$ cat config.mk
export PLATFORM = sky130hd
export DESIGN_NAME = mx11_rd_arbiter
export DESIGN_NICKNAME = d
export VERILOG_FILES = /design/src/rtl/mx_arb_pkg.sv /design/src/rtl/mx_arb_pick.sv /design/src/rtl/mx11_rd_arbiter.sv
export SDC_FILE = /design/constraint.sdc
export NUM_CORES = 1
export LEC_CHECK = 0
export ABC_AREA = 1
export BUFFER_PORTS_ARGS = -buffer_cell sky130_fd_sc_hd__buf_4
export CORE_ASPECT_RATIO = 1.75
export CORE_MARGIN = 3
export CORE_UTILIZATION = 35
export CTS_CLUSTER_SIZE = 14
export DETAILED_ROUTE_END_ITERATION = 8
export HOLD_SLACK_MARGIN = 0.06
export PLACE_DENSITY = 0.68
export SETUP_SLACK_MARGIN = 0.3
export SYNTH_ARGS = -nofsm -noshare
export SYNTH_HDL_FRONTEND = slang
export SYNTH_SLANG_ARGS = --single-unit
$ cat constraint.sdc
create_clock -name clk -period 1.32 [get_ports clk]
set_input_delay 0.132 -clock clk [delete_from_list [all_inputs] [get_ports clk]]
set_output_delay 0.132 -clock clk [all_outputs]
set_load 0.01 [all_outputs]
$ cat src/rtl/mx_arb_pkg.sv
// Shared types and constants for the MX11 read-channel arbiter.
// Grant encodings are one-hot, so gnt[1] doubles as "m1 owns the bus".
package mx_arb_pkg;

  typedef enum logic {
    ARB_IDLE,
    ARB_OWN
  } arb_state_t;

  localparam logic [1:0] GNT_NONE = 2'b00;
  localparam logic [1:0] GNT_M0   = 2'b01;
  localparam logic [1:0] GNT_M1   = 2'b10;

  // The watchdog must be able to hold TIMEOUT_CYCLES so that it can saturate there.
  function automatic int wdog_width(input int cycles);
    return $clog2(cycles + 1);
  endfunction

endpackage

$ cat src/rtl/mx_arb_pick.sv
// Combinational two-requester picker producing a one-hot winner.
// With MX_ARB_RR_EN defined a tie goes to the master that did not own last; otherwise m1 wins.
module mx_arb_pick
  import mx_arb_pkg::*;
(
  input  logic [1:0] req_i,
  input  logic       last_i,
  output logic [1:0] win_o
);

`ifdef MX_ARB_RR_EN
  always_comb begin
    win_o = GNT_NONE;
    if (&req_i) begin
      win_o = last_i ? GNT_M0 : GNT_M1;
    end else if (req_i[1]) begin
      win_o = GNT_M1;
    end else if (req_i[0]) begin
      win_o = GNT_M0;
    end
  end
`else
  logic unusedLast;
  assign unusedLast = last_i;

  always_comb begin
    win_o = GNT_NONE;
    if (req_i[1]) begin
      win_o = GNT_M1;
    end else if (req_i[0]) begin
      win_o = GNT_M0;
    end
  end
`endif

endmodule

$ cat src/rtl/mx11_rd_arbiter.sv
// MX bus read-channel arbiter: fetch (m0) and data (m1) masters share one slave per transaction.
// Build option MX_ARB_RR_EN selects round-robin tie-breaking instead of fixed m1-over-m0 priority.
module mx11_rd_arbiter
  import mx_arb_pkg::*;
#(
  parameter int ADDR_WIDTH     = 8,
  parameter int DATA_WIDTH     = 8,
  parameter int TIMEOUT_CYCLES = 255
) (
  input  logic                  clk,
  input  logic                  rst,
  input  logic                  m0_rd_txn_start,
  input  logic [ADDR_WIDTH-1:0] m0_rd_addr,
  output logic [DATA_WIDTH-1:0] m0_rd_data,
  output logic                  m0_rd_ready,
  output logic                  m0_rd_txn_ack,
  output logic                  m0_rd_txn_cpl,
  input  logic                  m1_rd_txn_start,
  input  logic [ADDR_WIDTH-1:0] m1_rd_addr,
  output logic [DATA_WIDTH-1:0] m1_rd_data,
  output logic                  m1_rd_ready,
  output logic                  m1_rd_txn_ack,
  output logic                  m1_rd_txn_cpl,
  output logic                  s_rd_txn_start,
  output logic [ADDR_WIDTH-1:0] s_rd_addr,
  input  logic [DATA_WIDTH-1:0] s_rd_data,
  input  logic                  s_rd_ready,
  input  logic                  s_rd_txn_ack,
  input  logic                  s_rd_txn_cpl,
  output logic [1:0]            gnt,
  output logic                  timeout_err
);

  localparam int               WdogW    = wdog_width(TIMEOUT_CYCLES);
  localparam logic [WdogW-1:0] WdogLast = WdogW'(TIMEOUT_CYCLES - 1);
  localparam logic [WdogW-1:0] WdogMax  = {WdogW{1'b1}};

  arb_state_t       state_q;
  logic [1:0]       gnt_q;
  logic [WdogW-1:0] wdog_q;
  logic             acked_q;
  logic             lastM1;
  logic [1:0]       req;
  logic [1:0]       win;
  logic             own;
  logic             own0;
  logic             own1;
  logic             ownerStart;
  logic             abandon;
  logic             timeout;

`ifdef MX_ARB_RR_EN
  logic last_q;
  assign lastM1 = last_q;
`else
  assign lastM1 = 1'b1;
`endif

  assign req = {m1_rd_txn_start, m0_rd_txn_start};

  mx_arb_pick uPick (
    .req_i (req),
    .last_i(lastM1),
    .win_o (win)
  );

  assign own        = (state_q == ARB_OWN);
  assign own0       = own & gnt_q[0];
  assign own1       = own & gnt_q[1];
  assign ownerStart = gnt_q[1] ? m1_rd_txn_start : m0_rd_txn_start;

  // A real completion always beats both an abandon and a watchdog expiry in the same cycle.
  assign abandon = own & ~acked_q & ~ownerStart & ~s_rd_txn_cpl;
  assign timeout = own & ~s_rd_txn_cpl & ~abandon & (wdog_q == WdogLast);

  assign s_rd_txn_start = own & ~acked_q & ownerStart;
  assign s_rd_addr      = own ? (gnt_q[1] ? m1_rd_addr : m0_rd_addr) : '0;
  assign gnt            = gnt_q;
  assign timeout_err    = timeout;

  assign m0_rd_data    = own0 ? s_rd_data : '0;
  assign m0_rd_ready   = own0 & s_rd_ready;
  assign m0_rd_txn_ack = own0 & s_rd_txn_ack;
  assign m0_rd_txn_cpl = own0 & (s_rd_txn_cpl | timeout);

  assign m1_rd_data    = own1 ? s_rd_data : '0;
  assign m1_rd_ready   = own1 & s_rd_ready;
  assign m1_rd_txn_ack = own1 & s_rd_txn_ack;
  assign m1_rd_txn_cpl = own1 & (s_rd_txn_cpl | timeout);

  always_ff @(posedge clk) begin
    if (rst) begin
      state_q <= ARB_IDLE;
      gnt_q   <= GNT_NONE;
      wdog_q  <= '0;
      acked_q <= 1'b0;
`ifdef MX_ARB_RR_EN
      last_q  <= 1'b1;
`endif
    end else begin
      case (state_q)
        ARB_IDLE: begin
          if (|req) begin
            state_q <= ARB_OWN;
            gnt_q   <= win;
            wdog_q  <= '0;
            acked_q <= 1'b0;
          end
        end
        ARB_OWN: begin
          if (s_rd_txn_cpl || timeout) begin
            state_q <= ARB_IDLE;
            gnt_q   <= GNT_NONE;
`ifdef MX_ARB_RR_EN
            last_q  <= gnt_q[1];
`endif
          end else if (abandon) begin
            state_q <= ARB_IDLE;
            gnt_q   <= GNT_NONE;
          end else begin
            if (wdog_q != WdogMax) begin
              wdog_q <= wdog_q + WdogW'(1);
            end
            if (s_rd_txn_ack) begin
              acked_q <= 1'b1;
            end
          end
        end
        default: begin
          state_q <= ARB_IDLE;
          gnt_q   <= GNT_NONE;
        end
      endcase
    end
  end

endmodule

# After elaboration in Yosys (flattened, before gate mapping)
# Index checks and enable logic that the tools add are counted.
# classes
n_reduce_logical	5
n_mux	25
n_addsub	1
bitwise	21
n_eq_ne	8
# ops
operator	count
2-to-1 mux 8 bit	8
one-hot mux 8 bit (2 select lines)	1
AND 1 bit	15
2-to-1 mux 1 bit	9
adder 8 x 1 -> 8 bit, second input constant	1
== test 8 bit, second input constant	1
2-to-1 mux 2 bit	4
inequality test 2 bit, second input constant	4
inequality test 8 bit, second input constant	1
AND reduction 4 bit	2
inverter 1 bit	5
one-hot mux 1 bit (2 select lines)	2
one-hot mux 2 bit (2 select lines)	1
inequality test 3 x 1 -> 1 bit, second input constant	1
inequality test 2 x 1 -> 1 bit, second input constant	1
AND reduction 2 bit	1
OR reduction 2 bit	1
logical OR 1 bit	1
bitwise OR 1 bit	1
# totals
reg_bits	12
word_cells	64

# Depth between registers and ports, before layout
# Gate-level depths: netlist (run 1).
# depth
depth_word	10
ltp_mapped	11
depth_no_buf	10

# By module
# Synthesis (run 1) repeated with hierarchy kept, for this count alone.
# unflattened
hier_cells	196
area_unflattened_um2	1131.1
# modules_own_cells
module	cells_each	n_inst	area_per_inst_um2
mx11_rd_arbiter	193	1	1113.6
mx_arb_pick	3	1	17.5

# Worst setup path after synthesis (run 1)
# OpenSTA, ideal clock, no wires.
# synth_timing
path_kind	register to register
startpoint	register wdog_q[0]
endpoint	register wdog_q[2]
arrival_ns	1.217
synth_period_minus_slack_ns	1.332
required_ns	1.205
path_stages_with_launch	11
path_slack_ns	-0.012
n_path_buf	1
path_cell_list	dfxtp_1 -> inv_1 -> ha_1 -> nand2_1 -> nor2_1 -> nand3_2 -> nand2_2 -> nand2_2 -> buf_6 -> a21oi_1 -> nor2_1
# synth_between
elab_chain_cells	5
word_cells_on_any_way	12
# synth_rtl
item	line_no	text
from (decl)	mx11_rd_arbiter.sv:40	logic [WdogW-1:0] wdog_q;
from (signal assigned)	mx11_rd_arbiter.sv:122	wdog_q <= wdog_q + WdogW'(1);
adder 8 x 1 -> 8 bit or == test 8 bit (tied branches)	mx11_rd_arbiter.sv:122, mx11_rd_arbiter.sv:74	
2-to-1 mux 8 bit or AND 1 bit (tied branches)	mx11_rd_arbiter.sv:121, mx11_rd_arbiter.sv:74	
2-to-1 mux 8 bit or logical OR 1 bit (tied branches)	mx11_rd_arbiter.sv:117, mx11_rd_arbiter.sv:111	
2-to-1 mux 8 bit or inequality test 2 bit (tied branches)	n/a	
one-hot mux 8 bit (2 select lines) or AND reduction 4 bit (tied branches)	n/a	
# Several ways; a longest one is shown, not always the timed one. The select of a mux whose other input is x is not followed.
# A chain may end at the register's enable or synchronous reset.

# Worst setup path after layout (run 1)
# layout_timing
startpoint	register wdog_q[4]
endpoint	output m1_rd_txn_cpl
# layout_between
elab_chain_cells	4
# layout_rtl
item	line_no	text
== test 8 bit	mx11_rd_arbiter.sv:74	assign timeout = own & ~s_rd_txn_cpl & ~abandon & (wdog_q == WdogLast);
AND 1 bit	mx11_rd_arbiter.sv:74	
bitwise OR 1 bit	mx11_rd_arbiter.sv:89	assign m1_rd_txn_cpl = own1 & (s_rd_txn_cpl | timeout);
AND 1 bit	mx11_rd_arbiter.sv:89	
to (decl)	mx11_rd_arbiter.sv:23	output logic m1_rd_txn_cpl,
# No other way between the ends.

==> results of run 1 <==
==> layout make-up <==
type	count	area, µm²
Clock buffer	4	45.04
Fill cell	118	280.3
Inverter	24	100.1
Multi-Input combinational cell	150	1144
Sequential cell	12	260.3
Tap cell	27	33.78
Timing Repair Buffer	100	952.2
==> layer usage <==
| metal | global-route usage (%) | vias up | share of wire (%) |
|---|---|---|---|
| li1 | - | 800 | - |
| met1 | 21.02 | 807 | 30 |
| met2 | 55.78 | 129 | 53 |
| met3 | 3.628 | 38 | 9.6 |
| met4 | 11.59 | 0 | 7.0 |
| met5 | 0 | - | 0 |
==> repair_timing <==
| action | 4_1_cts | 5_1_grt |
|---|---|---|
| gates cloned | 4 | 0 |
| buffers inserted | 10 | 2 |
| resized for setup | 84 | 49 |
| endpoints found under the setup margin | 45 | 44 |
| pin swaps | 18 | 17 |
==> registers in the layout, indices dropped and copies added (netlist names) <==
name     count
wdog_q       8
own          1
acked_q      1
gnt          2
==> placed cells by master, fill, tap and decap left out, types with 3 or more instances in the layout <==
cell	Yosys	routed
nand2_8	0	5
buf_12	0	3
dfxtp_1	12	4
nand2_4	0	5
nor2_4	0	22
nand3_2	2	5
clkbuf_8	0	3
inv_2	3	3
nand2_2	4	5
dfxtp_2	0	4
nand3_1	16	11
inv_1	21	17
a21oi_2	0	6
o21ai_2	0	6
nor2_2	2	6
inv_4	0	4
dfxtp_4	0	4
buf_4	1	64
nor2_1	55	29
buf_6	2	29
nand2_1	36	27
a21oi_1	12	5
==> through the flow <==
| stage | area [µm²] | hold WS [ns] | power [mW] | util [%] |
|---|---|---|---|---|
| floorplan | 1189 | 0.1914 | 0.6662 | - |
| global placement | 1813 | 0.3490 | 0.8682 | 64.40 |
| detailed placement | 1813 | 0.3541 | 0.8727 | 64.40 |
| CTS | 2325 | 0.1012 | 1.437 | 82.58 |
| global route | 2535 | 0.1106 | 1.623 | 90.04 |
| finish | 2535 | 0.09847 | 1.568 | 90.04 |
==> worst max-delay path: cells and delay by family, from the launching register on <==
family                 cells  cell delay, ns
DFF                        1            0.38
buffers and inverters      3            0.27
and+or+nand+nor            5            0.61
==> kinds of logic (layout without fill, tap and decap cells) <==
logic type	count (synthesis)	in the layout	share of synthesized area (%)
buffers and inverters	31	128	12.74
AOI/OAI and AO/OA	26	26	13.80
and+or+nand+nor	120	122	48.47
DFF	12	12	22.64
adders and majority gates	2	2	2.358
==> Yosys cell counts (2+ instances only) <==
| master | instances | area share [%] |
|---|---|---|
| clkbuf_1 | 4 | 1.4 |
| nand2_1 | 36 | 13 |
| nand3_2 | 2 | 1.9 |
| ha_1 | 2 | 2.4 |
| inv_1 | 21 | 7.4 |
| dfxtp_1 | 12 | 23 |
| nand3b_1 | 2 | 1.4 |
| nor2_1 | 55 | 19 |
| a21oi_1 | 12 | 5.7 |
| buf_6 | 2 | 2.1 |
| o21ai_0 | 10 | 4.7 |
| nand2_2 | 4 | 2.4 |
| nor2_2 | 2 | 1.2 |
| inv_2 | 3 | 1.1 |
| nand3_1 | 16 | 7.5 |
==> worst paths after layout <==
kind / endpoint / slack [ns] / cells past startpoint
min: own / 0.1 / 2
min reg2reg: wdog_q[3] / 0.54 / 2
max: m1_rd_txn_cpl / -0.32 / 8
max reg2reg: wdog_q[1] / -0.21 / 10
==> power groups by stage <==
stage | Sequential, mW | Combinational [mW] | Clock, mW
global route | 0.435 | 0.807 | 0.381
CTS | 0.427 | 0.642 | 0.368
detailed placement | 0.428 | 0.445 | 0
global placement | 0.427 | 0.441 | 0
floorplan | 0.423 | 0.243 | 0
finish | 0.434 | 0.763 | 0.371
==> metrics list, run 1 <==
* Worst Tran Pin Value: approximately 0.35 ns
- Worst Min Path Start: rst
* Total wire length after detailed routing: roughly 6.3 mm
- Type of element capturing the critical path: output port
- TritonCTS built the clock tree.
* Distinct cells, synth: 23
- Total Routing Usage GR: around 27%
* Mean routed wirelength per cell: around 20 µm
- The signal on the critical path passes through nand3_1 -> nor2_2 -> nand3_2 -> nand2_4 -> buf_6 -> inv_4 -> nor2_2 -> buf_4.
- Ratio of final minimum period to clock period: 124.5%
* Summed negative setup slack over all endpoints: -6.052 ns
- The checks that failed: setup timing.
- Routed vias: between 1.5k and 2k
- Clock transition at the registers of the reported paths: around 0.06 ns
- The first global-routing pass estimated 7.320 mm of wire.
- The cell area that synthesis handed to floorplanning was 1061 µm².
* Number of hold buffers added after CTS: 0
* Maximum ir drop on the vdd rail: between 0.0006 and 0.0007 V
* Antenna Nets Post-Route: 0
- The startpoint identified for the worst register-to-register timing path is wdog_q[4].
* Crit path launch: wdog_q[4]
- The flow ran to the end, but the final reports show violations.
* Remaining DRCs: 0
- Arrival time of data at the critical path endpoint: ~1.5 ns
* Switch Pwr: roughly 0.60 mW
- The die is roughly 48 µm wide.
- Std-Cell Rows: 25
- Setup slack on the critical path of the routed design comes to -0.3238 ns.
* Yosys warnings: 0
- After synthesis the netlist holds a flip-flop and latch count of 12.
- Among all flip-flop cells after synthesis, the most frequent one is dfxtp_1.
- Buffers added on ports: 64
* Pwr Density: between 600 and 700 nW/µm²
- CTS saw 12 sinks.
* Max-cap violations: 0
- Setup-failing EPs final: 43
* Std-Cell Core Area: approximately 2800 µm²
- Clock H-tree levels: 1
- Clock tree synthesis inserted a total of 3 buffers.
* Leakage power: around 1.1 nW
* Initial Util: between 30% and 40%
- Die height: around 80 µm
* Highest net fanout along the worst path: 4
- Crit path required time: ~1.2 ns
* Fin nets: ~320
- Final count of hold timing violations: 0
- Area of the die: between 3000 and 4000 µm²
* Gp weighted congestion: just under 0.9
* Unrepaired setup endpoints after global routing: true
- Maximum clock skew at final layout: ~0.0075 ns
* Cell chosen for the clock root: clkbuf_8
- Cells after DPL: 297
- Number of diodes added for antenna fixing: 0
* Pin count of the biggest net entering global routing: 15
- Fmax: approximately 610 MHz
- Worst Setup Slack post-DPL: -0.1491 ns
* Via count of the first global-routing pass: between 1.5k and 2k
- The final count of pins violating max slew is 0.
* Reg power frac: around 28%
* Syn_nets: about 220
- Final critical path time including I/O delays and setup: between 1.5 and 2 ns
- Sequential fraction of the synthesis area: 22.64%
- The post-route netlist has roughly 65% of its cells at a drive strength greater than 1.
- Critical-path cell with the highest stage delay: dfxtp_2
* Detailed-router iteration count before antenna repair: 4
- Worst setup path class: flop to output port
* Gr ovfl total: 0
- Compared with the post-synthesis result, the final layout area differs by 138.9%.
* Share of total power in combinational logic: 48.7%
- Worst Hold Class: input pin to flop
- Initial antenna violation count: 0
- The worst pin sits at a relative slew slack of between 70% and 80%.
- Num ports: 65
- Synthesized netlist cell count: between 150 and 200
- Violation count after the first detailed-routing iteration: slightly above 80
- The synthesized design contains 0 enable-type register cells.
- The worst setup path is launched from a flop.
* Source-to-sink clock delay at the later pin of the worst-skew pair: between 0.2 and 0.3 ns
* Proportion of register bits with asynchronous set or reset after synthesis: 0%
* Via/cell ratio: roughly 5.6
- Among the stages of the critical path, the cell type that occurs most often is nor2_2.
- Detailed placer's ending HPWL: between 2 and 3 mm
- Excluding fillers, the count of instances in the completed layout stands at about 320.
* Delay contributed by the slowest stage of the critical path: ~0.38 ns
- Of the total power, the share spent switching nets is roughly two fifths.
- In this run, the clock network consumes 23.7% of the power.
- Each instance of the synthesized netlist takes up on average around 5.6 µm².
- Max clock buf depth: 2
- Pint: 0.9703 mW
(Power assumes the default switching activity.)
==> run 2, diff against run 1 <==
- CORE_ASPECT_RATIO: 1.75 -> 2
==> metrics list, run 2 (synthesis gave the netlist of run 1 again) <==
* Largest register by flop count: wdog_q
* Most common cell after layout, fill and taps aside: buf_4
* Setup-failing EPs final: 32
- Area of the die: 3768 µm²
- Relative to the synthesized area, the layout overhead comes to 130.3%.
* Mean routed wirelength per cell: approximately 17 µm
- In this design, the stage delay of the slowest critical-path cell is 0.32 ns.
* Relative contribution of the clock network to total power: between 20 and 25%
* Antenna Nets Post-Route: 0
- The wire-length estimate of the detail-placed layout is around 3.0 mm.
* Source-to-sink clock delay at the later pin of the worst-skew pair: 0.25 ns
- Measured along the x axis, the die boundary spans about 45 µm.
- Once placement completed, the tool counted placed cells totaling 297.
- After layout, the worst path uses 116.7% of the clock period.
- The via count of the first global-routing pass came to about 1.7k.
- The number of antenna violations at the first check in global routing came to 0.
* Total clock buffers created by CTS: 3
- STA classifies the critical path startpoint as a flop.
* Std-Cell Core Area: 2838 µm²
- Overall power of the completed layout: 1.451 mW
* Leakage power: 1.154 nW
- Counting along the longest clock path gives a buffer depth of 2.
* Pwr Density: between 500 and 600 nW/µm²
- Sequential cells burn 29.7% of the power.
* Final critical path time including I/O delays and setup: about 1.5 ns
- CTS built an H-tree with a depth of 1.
- Share of total power in combinational logic: roughly 46%
* Detailed-router iteration count before antenna repair: 4
* Type of element capturing the critical path: output port
- The library cells used most frequently in the layout, excluding fill and tap cells, are buf_4, buf_6, nor2_1, nand2_1, nor2_4.
- The signal on the critical path passes through inv_2 -> ha_4 -> nand2_4 -> nor2_4 -> buf_6 -> nand2_4 -> nor3b_2 -> buf_4.
- VDD sags by at most 0.0006694 V.
- Setup repair after global routing could not meet its margin everywhere.
- Non-filler cells in the finished layout: around 320
- Fmax: between 600 and 700 MHz
- Clock skew on the completed layout was measured at 0.006010 ns.
* Pin count of the biggest net entering global routing: 15
* Number of hold buffers added after CTS: 0
- Clock-pin slew was measured on the worst setup and hold paths at ~0.06 ns.
- The first global-routing pass estimated around 7.3 mm of wire.
- Gr ovfl total: 0
- TritonCTS built the clock tree.
- In this design, the critical path's most frequently occurring cell is nand2_4.
* Worst Tran Pin Value: approximately 0.34 ns
- In this run the worst path has a maximum fanout of 2.
* Critical-path cell with the highest stage delay: dfxtp_2
- The tightest min-delay check is of the input pin to flop type.
* Max-cap violations: 0
* Failing checks: setup timing
- Worst slew margin relative to its limit: approximately 77%
- Global routing used between 20% and 30% of the available tracks.
- Via/cell ratio: approximately 5.3
* Remaining DRCs: 0
- Final count of hold timing violations: 0
- In this run the power spent charging and discharging nets is between 0.5 and 0.6 mW.
- Routed vias: about 1.7k
- Of the total power, the share spent switching nets is about 36%.
* Number of clock sinks seen by CTS: 12
- Crit path required time: around 1.2 ns
* Arrival time of data at the critical path endpoint: between 1 and 1.5 ns
* Initial Util: approximately 37%
* Num ports: 65
- CTS placed an instance of clkbuf_8 at the clock tree root.
* Gp weighted congestion: 0.8793
- Worst reg-to-reg setup slack: -0.17 ns
* Number of diodes added for antenna fixing: 0
- The layout has roughly 170 filler cells.
* Std-Cell Rows: 27
- Of the cells placed in the final design, the portion with a size suffix greater than 1 is roughly 63%.
- Cell internal power was estimated by the tool at 0.9333 mW.
* Number of pins with negative max-slew slack in the final report: 0
- Worst setup path class: flop to output port
- In the post-route analysis, the smallest setup slack over all paths is -0.2198 ns.
- The die is 83.87 µm tall.
- Buffers added on ports: 64
- The register with the most flip-flops in the layout has 8 of them.
- The detailed router finished its first iteration with 48 violations.
* Fin nets: between 300 and 400
- Run status: complete, but fails checks
- The final layout contains routed wiring with a total length of 5.497 mm.
-- run 2: changes by cell type in the layout (fill, tap and decap cells not counted), moves of 3 or more --
cell and change:
buf_4 +5, buf_6 +5, a21oi_1 +3, inv_2 +3, inv_4 -3, nand2_1 +3
-- run 2: worst max-delay path: cells and delay by family (launching register included) --
family        cells  cell delay (ns)
buf+inv           3             0.33
fa+ha+maj         1             0.13
simple gates      4             0.38
flops             1             0.32
-- run 2: through the flow --
step	utilization, %	hold WS, ns	setup TNS (ns)	area, µm²	worst slack, ns
6_report	86.11	0.1062	-2.609	2444	-0.2198
5_1_grt	86.11	0.1218	-4.215	2444	-0.2812
4_1_cts	77.73	0.1062	-1.509	2206	-0.1583
3_5_place_dp	63.45	0.3596	-0.7151	1800	-0.1369
3_3_place_gp	63.45	0.3597	-0.6471	1800	-0.1257
2_1_floorplan	-	0.1914	0	1189	0.03876
-- run 2: cell type report --
cell class	instances	area, µm²	share of cell area [%]
clock buffer	4	45.04	1.843
inverter	24	92.59	3.789
multi-input combinational	149	1044	42.70
sequential	12	262.8	10.75
tap	29	36.28	1.485
timing repair buffer	106	963.4	39.43
-- run 2: worst paths after layout --
| check | startpoint | endpoint | depth (start not counted) |
|---|---|---|---|
| worst max-delay path | wdog_q[0] | timeout_err | 8 |
| worst min-delay path | rst | gnt[0] | 2 |
| worst max register to register | wdog_q[1] | wdog_q[2] | 9 |
| worst min register to register | wdog_q[3] | wdog_q[3] | 2 |
-- run 2: power groups by stage --
stage / Clock [mW] / Sequential, mW / Combinational [mW]
finish: 0.356 / 0.431 / 0.665
global route: 0.369 / 0.433 / 0.712
CTS: 0.359 / 0.423 / 0.591
detailed placement: 0 / 0.430 / 0.438
global placement: 0 / 0.430 / 0.434
floorplan: 0 / 0.423 / 0.243
-- run 2: repair_timing --
item / CTS / global route
setup buffers: 16 / 4
pin swaps: 14 / 8
endpoints found under the hold margin: 0 / 0
cloned: 2 / 1
setup endpoints to repair: 45 / 45
gates resized for setup: 65 / 49
-- run 2: metal layers --
metal | global-route usage (%) | part of all wire, % | up-vias
met2 | 48.97 | 56 | 93
met5 | 0 | 0 | -
met1 | 22.51 | 30 | 784
met4 | 14.40 | 7.0 | 0
li1 | - | - | 806
met3 | 2.592 | 6.2 | 29
